File: src/rtl/des_match_collector_pkg.sv
// des_match_collector_pkg
//   Shared constants for the DES match collector: hash width, default tag
//   width, drop counter width and the saturating drop-count helper.
package des_match_collector_pkg;

  localparam int HASH_W        = 64;
  localparam int TAG_W_DEFAULT = 68;
  localparam int DROP_W        = 8;

  localparam logic [DROP_W-1:0] DROP_MAX = 8'd255;

  // Increment a drop count, holding at the maximum instead of wrapping.
  function automatic logic [DROP_W-1:0] drop_sat_inc(input logic [DROP_W-1:0] cnt);
    if (cnt == DROP_MAX) begin
      return DROP_MAX;
    end else begin
      return cnt + 8'd1;
    end
  endfunction

endpackage

File: src/rtl/des_match_collector_if.sv
// des_match_collector_if
//   Result-in / match-out bus of the collector.
//   in_valid/in_hash_l/in_hash_r/in_tag : DES pipeline result (no backpressure)
//   out_valid/out_tag/out_ready         : valid/ready stream of matched tags
//   master : pipeline + consumer side, slave : collector side
interface des_match_collector_if
  import des_match_collector_pkg::*;
#(
  parameter int TAG_W = TAG_W_DEFAULT
);

  logic                  in_valid;
  logic [HASH_W/2-1:0]   in_hash_l;
  logic [HASH_W/2-1:0]   in_hash_r;
  logic [TAG_W-1:0]      in_tag;
  logic                  out_valid;
  logic [TAG_W-1:0]      out_tag;
  logic                  out_ready;

  modport master (
    output in_valid, in_hash_l, in_hash_r, in_tag, out_ready,
    input  out_valid, out_tag
  );

  modport slave (
    input  in_valid, in_hash_l, in_hash_r, in_tag, out_ready,
    output out_valid, out_tag
  );

endinterface

File: src/rtl/des_match_collector_match_fifo.sv
// match_fifo
//   Synchronous FIFO of DEPTH (power of two) entries of width W.
//   push/din : write request; refused when full unless a pop happens too
//   pop      : read request; ignored when empty
//   dout     : head entry, read combinationally from storage
//   count    : occupancy 0..DEPTH, valid : count != 0, full : count == DEPTH
module match_fifo #(
  parameter int DEPTH = 8,
  parameter int W     = 68
) (
  input  logic                     clk,
  input  logic                     rst,
  input  logic                     push,
  input  logic [W-1:0]             din,
  input  logic                     pop,
  output logic [W-1:0]             dout,
  output logic [$clog2(DEPTH):0]   count,
  output logic                     valid,
  output logic                     full
);

  localparam int AW = $clog2(DEPTH);
  localparam logic [AW:0]   FULL_CNT = (AW+1)'(DEPTH);
  localparam logic [AW:0]   ONE_CNT  = (AW+1)'(1);
  localparam logic [AW-1:0] ONE_PTR  = AW'(1);

  logic [W-1:0]  mem_r [DEPTH];
  logic [AW-1:0] wr_ptr_r;
  logic [AW-1:0] rd_ptr_r;
  logic [AW:0]   count_r;
  logic [AW:0]   count_nxt_s;
  logic          valid_r;
  logic          full_s;
  logic          pop_ok_s;
  logic          push_ok_s;

  assign full_s    = (count_r == FULL_CNT);
  assign pop_ok_s  = pop & valid_r;
  // A pop in the same cycle frees the slot, so a full FIFO still accepts.
  assign push_ok_s = push & (~full_s | pop_ok_s);

  // Next occupancy from the accepted push/pop pair.
  always_comb begin
    count_nxt_s = count_r;
    case ({push_ok_s, pop_ok_s})
      2'b10:   count_nxt_s = count_r + ONE_CNT;
      2'b01:   count_nxt_s = count_r - ONE_CNT;
      default: count_nxt_s = count_r;
    endcase
  end

  // Pointers, occupancy and registered non-empty flag.
  always_ff @(posedge clk or posedge rst) begin
    if (rst) begin
      wr_ptr_r <= {AW{1'b0}};
      rd_ptr_r <= {AW{1'b0}};
      count_r  <= {(AW+1){1'b0}};
      valid_r  <= 1'b0;
    end else begin
      if (push_ok_s) begin
        wr_ptr_r <= wr_ptr_r + ONE_PTR;
      end
      if (pop_ok_s) begin
        rd_ptr_r <= rd_ptr_r + ONE_PTR;
      end
      count_r <= count_nxt_s;
      valid_r <= (count_nxt_s != {(AW+1){1'b0}});
    end
  end

  // Entry storage; contents are not reset.
  always_ff @(posedge clk) begin
    if (push_ok_s) begin
      mem_r[wr_ptr_r] <= din;
    end
  end

  assign dout  = mem_r[rd_ptr_r];
  assign count = count_r;
  assign valid = valid_r;
  assign full  = full_s;

endmodule

File: src/rtl/des_match_collector.sv
// des_match_collector
//   Compares each DES pipeline result against TARGET, queues the tags of
//   matching results and hands them out on a valid/ready stream.
//   clk, rst : clock, asynchronous active-high reset
//   bus      : result input and tag output (des_match_collector_if.slave)
//   target   : {L,R} hash to look for, quasi-static
//   clr      : synchronous clear of overflow and drop_cnt
//   count    : FIFO occupancy, overflow : sticky drop flag,
//   drop_cnt : dropped matches, saturating
module des_match_collector
  import des_match_collector_pkg::*;
#(
  parameter int DEPTH = 8,
  parameter int TAG_W = TAG_W_DEFAULT
) (
  input  logic                     clk,
  input  logic                     rst,
  des_match_collector_if.slave     bus,
  input  logic [HASH_W-1:0]        target,
  input  logic                     clr,
  output logic [$clog2(DEPTH):0]   count,
  output logic                     overflow,
  output logic [DROP_W-1:0]        drop_cnt
);

  logic              s1_valid_r;
  logic              s1_match_r;
  logic [TAG_W-1:0]  s1_tag_r;
  logic              match_s;
  logic              push_s;
  logic              pop_s;
  logic              drop_s;
  logic              fifo_valid_s;
  logic              fifo_full_s;
  logic              overflow_r;
  logic [DROP_W-1:0] drop_cnt_r;

  assign match_s = ({bus.in_hash_l, bus.in_hash_r} == target);

  // Stage 1: register the result qualifier, its tag and the compare outcome.
  always_ff @(posedge clk or posedge rst) begin
    if (rst) begin
      s1_valid_r <= 1'b0;
      s1_match_r <= 1'b0;
      s1_tag_r   <= {TAG_W{1'b0}};
    end else begin
      s1_valid_r <= bus.in_valid;
      s1_match_r <= match_s;
      s1_tag_r   <= bus.in_tag;
    end
  end

  assign push_s = s1_valid_r & s1_match_r;
  assign pop_s  = fifo_valid_s & bus.out_ready;
  // Lost only when full and the consumer does not free a slot this edge.
  assign drop_s = push_s & fifo_full_s & ~pop_s;

  match_fifo #(
    .DEPTH (DEPTH),
    .W     (TAG_W)
  ) u_fifo (
    .clk   (clk),
    .rst   (rst),
    .push  (push_s),
    .din   (s1_tag_r),
    .pop   (pop_s),
    .dout  (bus.out_tag),
    .count (count),
    .valid (fifo_valid_s),
    .full  (fifo_full_s)
  );

  // Sticky overflow and saturating drop count; a drop beats a clear.
  always_ff @(posedge clk or posedge rst) begin
    if (rst) begin
      overflow_r <= 1'b0;
      drop_cnt_r <= {DROP_W{1'b0}};
    end else if (drop_s) begin
      overflow_r <= 1'b1;
      drop_cnt_r <= clr ? {{(DROP_W-1){1'b0}}, 1'b1} : drop_sat_inc(drop_cnt_r);
    end else if (clr) begin
      overflow_r <= 1'b0;
      drop_cnt_r <= {DROP_W{1'b0}};
    end else begin
      overflow_r <= overflow_r;
      drop_cnt_r <= drop_cnt_r;
    end
  end

  assign bus.out_valid = fifo_valid_s;
  assign overflow      = overflow_r;
  assign drop_cnt      = drop_cnt_r;

endmodule

File: src/flat_wrapper.sv
// flat-port wrapper written by rule: the top's interface ports become plain ports
module des_match_collector_flat import des_match_collector_pkg::*;
#(
  parameter int DEPTH = 8,
  parameter int TAG_W = TAG_W_DEFAULT
)
  (clk, rst, target, clr, count, overflow, drop_cnt, bus_in_valid, bus_in_hash_l, bus_in_hash_r, bus_in_tag, bus_out_ready, bus_out_valid, bus_out_tag);
  des_match_collector_if #(.TAG_W(TAG_W)) bus_i ();
  input  logic clk;
  input  logic rst;
  input  logic [HASH_W-1:0] target;
  input  logic clr;
  output logic [$clog2(DEPTH):0] count;
  output logic overflow;
  output logic [DROP_W-1:0] drop_cnt;
  input wire logic [$bits(bus_i.in_valid)-1:0] bus_in_valid;
  input wire logic [$bits(bus_i.in_hash_l)-1:0] bus_in_hash_l;
  input wire logic [$bits(bus_i.in_hash_r)-1:0] bus_in_hash_r;
  input wire logic [$bits(bus_i.in_tag)-1:0] bus_in_tag;
  input wire logic [$bits(bus_i.out_ready)-1:0] bus_out_ready;
  output wire logic [$bits(bus_i.out_valid)-1:0] bus_out_valid;
  output wire logic [$bits(bus_i.out_tag)-1:0] bus_out_tag;
  assign bus_i.in_valid = bus_in_valid;
  assign bus_i.in_hash_l = bus_in_hash_l;
  assign bus_i.in_hash_r = bus_in_hash_r;
  assign bus_i.in_tag = bus_in_tag;
  assign bus_i.out_ready = bus_out_ready;
  assign bus_out_valid = bus_i.out_valid;
  assign bus_out_tag = bus_i.out_tag;
  des_match_collector #(.DEPTH(DEPTH), .TAG_W(TAG_W)) u_core (.clk(clk), .rst(rst), .bus(bus_i), .target(target), .clr(clr), .count(count), .overflow(overflow), .drop_cnt(drop_cnt));
endmodule
File: config.mk
export PLATFORM = sky130hd
export DESIGN_NAME = des_match_collector_flat
export DESIGN_NICKNAME = d
export VERILOG_FILES = /design/src/rtl/des_match_collector_pkg.sv /design/src/rtl/des_match_collector_if.sv /design/src/rtl/des_match_collector_match_fifo.sv /design/src/rtl/des_match_collector.sv /design/src/flat_wrapper.sv
export SDC_FILE = /design/constraint.sdc
export NUM_CORES = 1
export LEC_CHECK = 0
export BUFFER_PORTS_ARGS = -buffer_cell sky130_fd_sc_hd__buf_2
export CAP_MARGIN = 20
export CORE_MARGIN = 1.5
export CORE_UTILIZATION = 38
export DETAILED_ROUTE_END_ITERATION = 10
export GPL_ROUTABILITY_DRIVEN = 0
export PLACE_DENSITY = 0.65
export REMOVE_ABC_BUFFERS = 1
export SYNTH_ARGS = -nofsm -noshare
export SYNTH_HDL_FRONTEND = slang
export SYNTH_SLANG_ARGS = --single-unit
File: constraint.sdc
create_clock -name clk -period 27.4 [get_ports clk]
set_clock_uncertainty 0.1 [all_clocks]
set_input_delay 2.74 -clock clk [delete_from_list [all_inputs] [get_ports clk]]
set_output_delay 2.74 -clock clk [all_outputs]
set_load 0.02 [all_outputs]
==> results, run 1 <==
- The flow ran to the end, and the final reports show no timing, DRC or antenna violations.
- Counting flops and latches in the post-synthesis netlist gives 634.
- The biggest area contributor in the post-synthesis netlist is edfxtp_1.
- The area used by multi-input combinational logic is 5140 µm².
- OpenSTA, run right after detailed placement, puts the worst setup slack at 21.33 ns.
- The core footprint is 61,900 µm².
- The clock sink total is 634.
- In this run the worst path has a maximum fanout of 48.
- The number of levels the H-tree was split into is 3.
- The share of the yosys chip area belonging to registers is 77.8%.
- By area the synthesized netlist is led by edfxtp_1 68%, mux4_2 13%, dfrtp_1 9.4%, mux2_2 3.3%, xor2_1 2.4%.
- TritonCTS built the clock tree.
- The count of buffers inserted at the top-level ports is 282.
- The fraction of final layout cells with drive strength greater than 1 is 43.6%.
- The number of distinct library cells after synthesis is 39.
- The vias per cell is 4.98.
- For hold timing, the worst endpoint is u_core.drop_cnt[0]$_DFFE_PP0P_.
- The category of the worst setup path capture point is a primary output.
- The static leakage power is 0.00990 µW.
- The register-to-register setup slack is 23.99 ns.
- The initial standard-cell utilization of the core is 38.6%.
- Buffers added to address setup during post-CTS repair amount to 0.
- The critical path starts at u_core.u_fifo.rd_ptr_r[0]$_DFFE_PP0P_.
- The area of the die is 64,400 µm².
- The die outline width is 254 µm.
- Summing the areas of all compound-gate instances in the mapped netlist gives 0.581% of the synthesized area.
- In the finished design, the share of the clock period the worst path needs comes to 23.8%.
- Fill cells in the final layout number 5,231.
- IR analysis of the VDD net gives a maximum drop of 0.0558 mV.
- Counting flops with an async set or reset pin after synthesis yields a share of 14.2%.
- Each instance of the synthesized netlist takes up on average 22.5 µm².
- Data on the critical path arrives at its endpoint at 3.69 ns.
- The detailed-route wire length per cell is 22.1 µm.
- By instance count, the leading cell after synthesis is edfxtp_1.
- The number of search-and-repair iterations in the first detailed-routing pass is 5.
- After the first detailed-routing iteration, the DRC count stood at 646.
- In this run, post-CTS hold repair placed 0 buffers.
- The synthesized netlist devotes 2.60% of its cell area to XOR and XNOR gates.
- The number of gates resized after cts is 0.
- The maximum root-to-sink buffer count is 3.
- The count of nets left with antenna violations once routing finished came out at 0.
- The root buffer cell is clkbuf_16.
- Yosys printed 0 warnings.
- 283 I/O pins were placed.
- The required time reported for the critical path endpoint is 24.56 ns.
- The number of pins with negative max-slew slack in the final report is 0.
- Max-cap violations in this run came to 0.
- The worst reg2reg path depth is 6.
- The share of synthesized area in the top cell type comes to 68.4%.
- The portion of netlist area occupied by mux cells is 16.1%.
- The count of mapped cells out of synthesis is 1,060.
- The cell area that synthesis handed to floorplanning was 23,900 µm².
- The largest family of logic cells by synthesized area is multiplexers.
- At the pin with the least slew margin, the transition time is 1.07 ns.
- Setup violations remaining at the end of the flow were counted as 0.
- The pin count of the biggest net entering global routing is 70.
- For the finished layout, the period the worst path requires is 6.53 ns.
- The clock latency on the worst-skew pair is 0.58 ns.
- The wire-length estimate of the detail-placed layout is 27.9 mm.
- The total vias in the final route is 11,393.
- For this run, design rule violations remaining after detail routing come to 0.
- The CTS clock-pin slew for the worst setup and hold paths is 0.06 ns.
- The global-route wire length before repair is 74.6 mm.
- The total power divided by cell area is 92.5 nW/µm².
- The path type of the worst min-delay path is register to register.
- The share of synthesized cell area in and, or, nand and nor gates is 1.73%.
- The tightest hold path in the finished design has a slack of 0.434 ns.
- In this run, CTS created clock tree buffers numbering 69.
- Setup repair after global routing left no endpoint under its margin.
- For this run, the leading register cell type out of synthesis is edfxtp_1.
- The global router's overall resource usage is 15.9%.
- The worst setup path is launched from a register.
- The final critical-path setup slack is 20.87 ns.
- The count of endpoints failing hold in the final timing report was 0.
- The startpoint of the lowest-slack hold path is u_core.drop_cnt[0]$_DFFE_PP0P_.
- After floorplanning, the core was divided into 91 placement rows.
- The source of the worst register-to-register timing path is u_core.u_fifo.valid$_DFF_PP0_.
- The final-stage net count is 1,600.
- The final setup TNS is 0 ns.
- The number of antenna violations at the first check in global routing is 2.
- The layout-stage area growth over the synthesis result is 20.0%.
- The fmax is 153 MHz.
- Ranked by instance count, the synthesized netlist is headed by 544 x edfxtp_1, 136 x mux4_2, 90 x dfrtp_1.
- The total length of routed wires is 50.6 mm.
- The worst setup path is of the register to primary output kind.
- The number of cells traversed by the worst hold path is 1.
- The number of enable flip-flop cells after synthesis is 544.
- The via count of the first global-routing pass is 12,273.
- The area taken by flip-flops and latches is 18,600 µm².
- The headroom to the max-slew limit is 28.8%.
- The worst reg2reg path endpoint is u_core.u_fifo.mem_r[1][47]$_DFFE_PP_.
- The overall die height is 254 µm.
- After global routing the overflow that remains totals 0.
- After Yosys synthesis, full adders, half adders and majority gates account for 0.314% of the synthesized area.
-- sequential cells by signal (all words and copies together), names as in the netlist, 3 cells and up --
name	cells
u_core.u_fifo.wr_ptr_r	3
u_core.drop_cnt	8
u_core.u_fifo.mem_r	544
u_core.s1_tag_r	68
u_core.u_fifo.count	4
u_core.u_fifo.rd_ptr_r	3
-- power breakdown --
part	leakage (µW)	internal (µW)	total [µW]	switching, µW
Combinational	0.00284	316	633	317
Sequential	0.00596	1060	1110	51.6
Clock	0.00110	540	908	367
-- worst max-delay path: stages, from the launching register on --
cell and delay (ns):
dfrtp_4 1.07, buf_4 0.87, mux4_2 0.60, mux2_2 0.31, buf_2 0.17
-- layout by cell type (no fill, tap or decap), types with 3 or more instances in the layout --
cell type   instances
a21oi_1             4
a311oi_1            3
buf_2             282
buf_4              22
bufinv_16           5
clkbuf_1           13
clkbuf_16          71
clkbuf_8            5
clkinv_1            6
clkinv_2           14
clkinvlp_4          6
dfrtp_1            87
dfrtp_4             3
edfxtp_1          544
ha_1                6
inv_1               6
inv_6               5
mux2_2             69
mux4_2            136
nand2_1            16
nand3_1             4
nand4_1             4
nor2_1              5
nor2b_1             3
nor3_1              6
nor4_1             18
o21ai_0             4
xnor2_1             6
xor2_1             65
-- area by class of cell --
type | count | share of cell area [%]
tap | 837 | 3.65
inverter | 8 | 0.113
sequential | 634 | 64.9
clock inverter | 38 | 1.29
clock buffer | 89 | 6.61
timing repair buffer | 304 | 5.50
multi-input combinational | 376 | 17.9
antenna | 2 | 0.0175
-- worst max-delay path by stage --
stage | end | cells past startpoint | slack, ns
global route | bus_out_tag[40] | 4 | 20.53
detailed placement | bus_out_tag[40] | 4 | 21.33
floorplan | u_core.u_fifo.mem_r[1][0]$_DFFE_PP_ | 4 | 16.24
CTS | bus_out_tag[40] | 4 | 20.67
global placement | bus_out_tag[40] | 4 | 21.34
finish | bus_out_tag[40] | 4 | 20.87
-- per-layer routing --
metal / vias to the layer above / wire length [µm] / GRT usage, %
met1: 5914 / 21400 / 20.7
li1: 5027 / - / -
met4: 0 / 1150 / 5.78
met5: - / 0 / 0
met2: 388 / 25400 / 26.7
met3: 64 / 2660 / 3.14
-- per-stage QoR --
stage	instance area, µm²	instances	total power, µW	utilization [%]
finish	28700	2288	2650	46.3
global route	28700	2287	2760	46.3
CTS	28700	2286	2700	46.3
detailed placement	26400	2159	1780	42.6
floorplan	23700	1018	1650	-
global placement	26400	2159	1770	42.6
-- logic make-up (layout without fill, tap and decap cells) --
kind of cell / after synthesis / count (layout)
fa+ha+maj: 6 / 6
flops: 634 / 634
mux: 206 / 206
xor+xnor: 71 / 71
other cells: 0 / 2
simple gates: 73 / 73
buf+inv: 50 / 439
compound gates: 20 / 20
No activity file was read; power rests on OpenSTA's default activity.
==> run 2: changes to the inputs <==
Settings changed: ABC_AREA set to 1, PLACE_DENSITY 0.65 to 0.67.
Clock period 27.4 ns to 5.95 ns, I/O delays scaled along.
==> run 2 against run 1 <==
  * Synthesized area rose by 4.7%
  * Register-to-register slack got worse by 21 ns
  * Sequential share of layout area shrank 2.9 points
  * Synthesized cell count is 92% higher
  * Critical path depth up 3
  * Design area increased by 4.6%
  * Critical path type unchanged
  * Combinational power fell by 71%
  * Power grew to 3.5 times the previous value
  * First-iteration DRC count increased by 90%
==> results, run 2 <==
- The flow ran to the end, and the final reports show no timing, DRC or antenna violations.
- The final cell count without fillers was 3,278 (+43%).
- The number of gates resized after cts came to 0 (unchanged).
- The via count of the first global-routing pass is 16,404 (+34%).
- The number of flip-flops in the largest register is 544 (unchanged).
- The total length of routed wires was 61.0 mm (+20%).
- The utilization of the core after routing came to 46.4% (+0.073 points).
- The half-perimeter wire length after detailed placement was 34.7 mm (+24%).
- In the layout the commonest cells are 544 x edfxtp_1, 370 x nor2_1, 361 x nand2_1, 282 x buf_2, 191 x o21ai_0.
- The pin count of the biggest net entering global routing is 186 (+170%).
- The total power divided by cell area is 309 nW/µm² (+230%).
- The number of antenna violations at the first check in global routing is 5 (+3).
- The stage delay of the slowest cell on the critical path is 0.74 ns (-0.33 ns).
- The layout-stage area growth over the synthesis result is 19.9% (about the same).
- The setup slack after placement came to 2.04 ns (-19.29 ns).
- The post-detailed-route DRC marker count was 0 (unchanged).
- The final number of setup-violating endpoints is 0 (unchanged).
- The static leakage power is 0.0113 µW (+14%).
- The final setup TNS is 0 ns (unchanged).
- The register-to-register setup slack is 2.58 ns (-21.41 ns).
- The number of pins with negative max-slew slack in the final report came to 0 (unchanged).
- The total vias in the final route is 16,382 (+44%).
- The required time reported for the critical path endpoint is 5.26 ns (-19.30 ns).
- In this run the worst setup path terminates at bus_out_tag[30].
- The register name with the most flops is u_core.u_fifo.mem_r.
- The remaining antenna violation count after routing is 0 (unchanged).
- The number of rows in the core area came to 93 (+2.2%).
- Among all flip-flop cells after synthesis, the most frequent one is edfxtp_1.
- The largest vdd supply drop is 0.189 mV (+240%).
- The combined area of all synthesized cells came to 25,000 µm² (+4.7%).
- The final-stage net count is 2,574 (+61%).
- The fraction of final layout cells with drive strength greater than 1 is 17.6% (-26 points).
- Walking the worst path, the cells encountered are inv_8 > buf_4 > nor2_1 > o21ai_0 > a21oi_1 > a31oi_1 > buf_2.
- The detailed-route wire length per cell is 18.6 µm (-16%).
- The share of synthesized flip-flops with an asynchronous set or reset is 14.2% (unchanged).
- The initial standard-cell utilization of the core is 38.7% (+0.083 points).
- The global router's overall resource usage is 18.0% (+2.0 points).
- The worst path needs 4.46 ns of the cycle, external delays included.
- The CTS clock-pin slew for the worst setup and hold paths is 0.06 ns (about the same).
- The global-route congestion overflow total is 0 (unchanged).
- The synthesized area per cell is 12.3 µm² (-46%).
- The slew at the pin with the worst max-slew slack came to 1.22 ns (+0.156 ns).
- The maximum root-to-sink buffer count was 3 (unchanged).
- The count of mapped cells out of synthesis is 2,040 (+92%).
- In this run the critical register-to-register path is launched from u_core.u_fifo.valid$_DFF_PP0_.
- The maximum fanout count along the critical path is 185 (+290%).
- The root buffer cell is clkbuf_16.
- The clock latency on the worst-skew pair came to 0.59 ns (about the same).
- The die outline width is 260 µm (+2.3%).
- The top-level I/O count was 283 (unchanged).
- The number of buffers added by the clock tree synthesis step came to 69 (unchanged).
- The vias per cell was 5.00 (+0.36%).
- The clock sink total is 634 (unchanged).
- The portion of the clock cycle consumed by the worst path in the final layout is 74.9%.
- The total placed cells including tap cells was 3,097 (+43%).
- In the post-synthesis netlist, the cell with the most instances is edfxtp_1.
- The number of enable flip-flop cells after synthesis is 544 (unchanged).
- The count of hold buffers inserted by post-cts repair is 53 (+53).
- The fmax is 224 MHz.
- The share of the yosys chip area belonging to registers is 74.3% (-3.5 points).
- The CTS tree is done.
- The core footprint is 64,700 µm² (+4.5%).
- The path type of the worst min-delay path is input pin to register.
- Summed over all instances, the cell type with the most area after synthesis is edfxtp_1.
- The global-route wire length before repair was 93.1 mm (+25%).
- The arrival time reported for the critical path endpoint was 3.76 ns (+0.07 ns).
- Setup repair after global routing left no endpoint under its margin.
- The max-capacitance violation count is 0 (unchanged).
- The register bit count reported by yosys was 634 (unchanged).
- The worst reg2reg path endpoint is u_core.u_fifo.mem_r[2][51]$_DFFE_PP_.
- The headroom to the max-slew limit is 18.3% (-10 points).
- Sorting the synthesized cells by area gives the leading types as edfxtp_1 65%, dfrtp_1 9.0%, nor2_1 5.7%, nand2_1 5.4%, o21ai_0 3.8%.
- The worst setup path is of the register to primary output kind.
- The number of search-and-repair iterations in the first detailed-routing pass came to 7 (+2).
- The post-CTS setup-driven buffer insertion count is 0 (unchanged).
- The count of buffers inserted at the top-level ports came to 282 (unchanged).
- The overall die height was 260 µm (+2.3%).
- Leaving out fill and tap cells, the most frequent cell in the layout is edfxtp_1.
- The category of the worst setup path capture point is a primary output.
- The commonest cells after synthesis are 544 x edfxtp_1, 378 x nor2_1, 361 x nand2_1.
- The number of levels the H-tree was split into is 3 (unchanged).
- The number of DRC markers in iteration 0 is 1,230 (+90%).
- The portion of synthesized cell area occupied by the leading cell type is 65.3% (-3.1 points).
- The post-layout total power was 9280 µW (+250%).
- The worst reg2reg path depth is 6 (unchanged).
- The final critical-path setup slack is 1.49 ns (-19.38 ns).
- Tracing the worst setup path back leads to its startpoint at u_core.u_fifo.rd_ptr_r[0]$_DFFE_PP0P_.
- The number of warning messages in the yosys log came to 0 (unchanged).
- The kind of start point of the critical path is a register.
- The number of distinct library cells after synthesis is 28 (-28%).
- The count of endpoints failing hold in the final timing report is 0 (unchanged).
- The standard cell with the maximum stage delay on the critical path is dfrtp_4.
- The number of fillers in the final layout came to 5,784 (+11%).
- The area of the die is 67,400 µm² (+4.6%).
[run 2: changes by cell type in the layout (fill, tap and decap cells not counted), sizes merged, moves of 38 or more]
cell         change
nor2           +373
a31oi           +66
inv             +56
xnor2           +38
a21oi           +69
dlygate4sd3     +53
o21ai          +276
nand2          +345
mux2            -69
mux4           -136
xor2            -59
[run 2: final cells by class]
class | instances | area [µm²] | share of cell area [%]
sequential | 634 | 18600 | 62.0
multi-input combinational | 1236 | 5660 | 18.9
timing repair buffer | 360 | 2160 | 7.21
clock buffer | 89 | 1910 | 6.35
tap | 855 | 1070 | 3.57
clock inverter | 37 | 338 | 1.13
inverter | 66 | 262 | 0.872
antenna | 1 | 2.50 | 0.00834
[run 2: worst min path at each step]
stage | from | end | slack, ns | cells past startpoint
global placement | u_core.overflow$_DFFE_PP0P_ | u_core.overflow$_DFFE_PP0P_ | 0.39 | 2
floorplan | u_core.u_fifo.wr_ptr_r[0]$_DFFE_PP0P_ | u_core.u_fifo.wr_ptr_r[0]$_DFFE_PP0P_ | 0.39 | 2
global route | bus_in_tag[29] | u_core.s1_tag_r[29]$_DFF_PP0_ | 0.01 | 1
detailed placement | u_core.overflow$_DFFE_PP0P_ | u_core.overflow$_DFFE_PP0P_ | 0.38 | 2
finish | bus_in_tag[44] | u_core.s1_tag_r[44]$_DFF_PP0_ | 0.02 | 1
CTS | bus_in_tag[14] | u_core.s1_tag_r[14]$_DFF_PP0_ | 0.001 | 1
[run 2: per-stage QoR]
stage | instance area [µm²] | hold WS (ns)
global placement | 27200 | 0.387
CTS | 30000 | 0.00126
finish | 30000 | 0.0219
detailed placement | 27200 | 0.382
floorplan | 24400 | 0.393
global route | 30000 | 0.0112
[run 2: cells by family after synthesis]
family / Yosys count / synth area share (%)
AOI/OAI and AO/OA: 424 / 8.85
and+or+nand+nor: 756 / 11.5
buffers and inverters: 170 / 3.30
DFF: 634 / 74.3
adders and majority gates: 6 / 0.300
xor gates and xnor gates: 50 / 1.75
[run 2: per-layer routing]
metal  share of wire [%]  global-route usage (%)
met3                 6.8                    3.89
met1                  42                    23.2
met4                 2.1                    5.49
met5               0.067                       0
met2                  49                    30.4
[run 2: power by group]
group / internal, µW / leakage [µW] / switching, µW / total (µW)
clock network: 2490 / 0.00109 / 1710 / 4200
registers: 4850 / 0.00596 / 51.9 / 4900
logic: 100 / 0.00422 / 83.3 / 184
[run 2: critical path, delay by kind of cell (launching register included)]
| kind | cells | cell delay [ns] |
|---|---|---|
| compound gates | 3 | 0.59 |
| simple gates | 1 | 0.07 |
| buf+inv | 3 | 1.40 |
| flops | 1 | 0.74 |
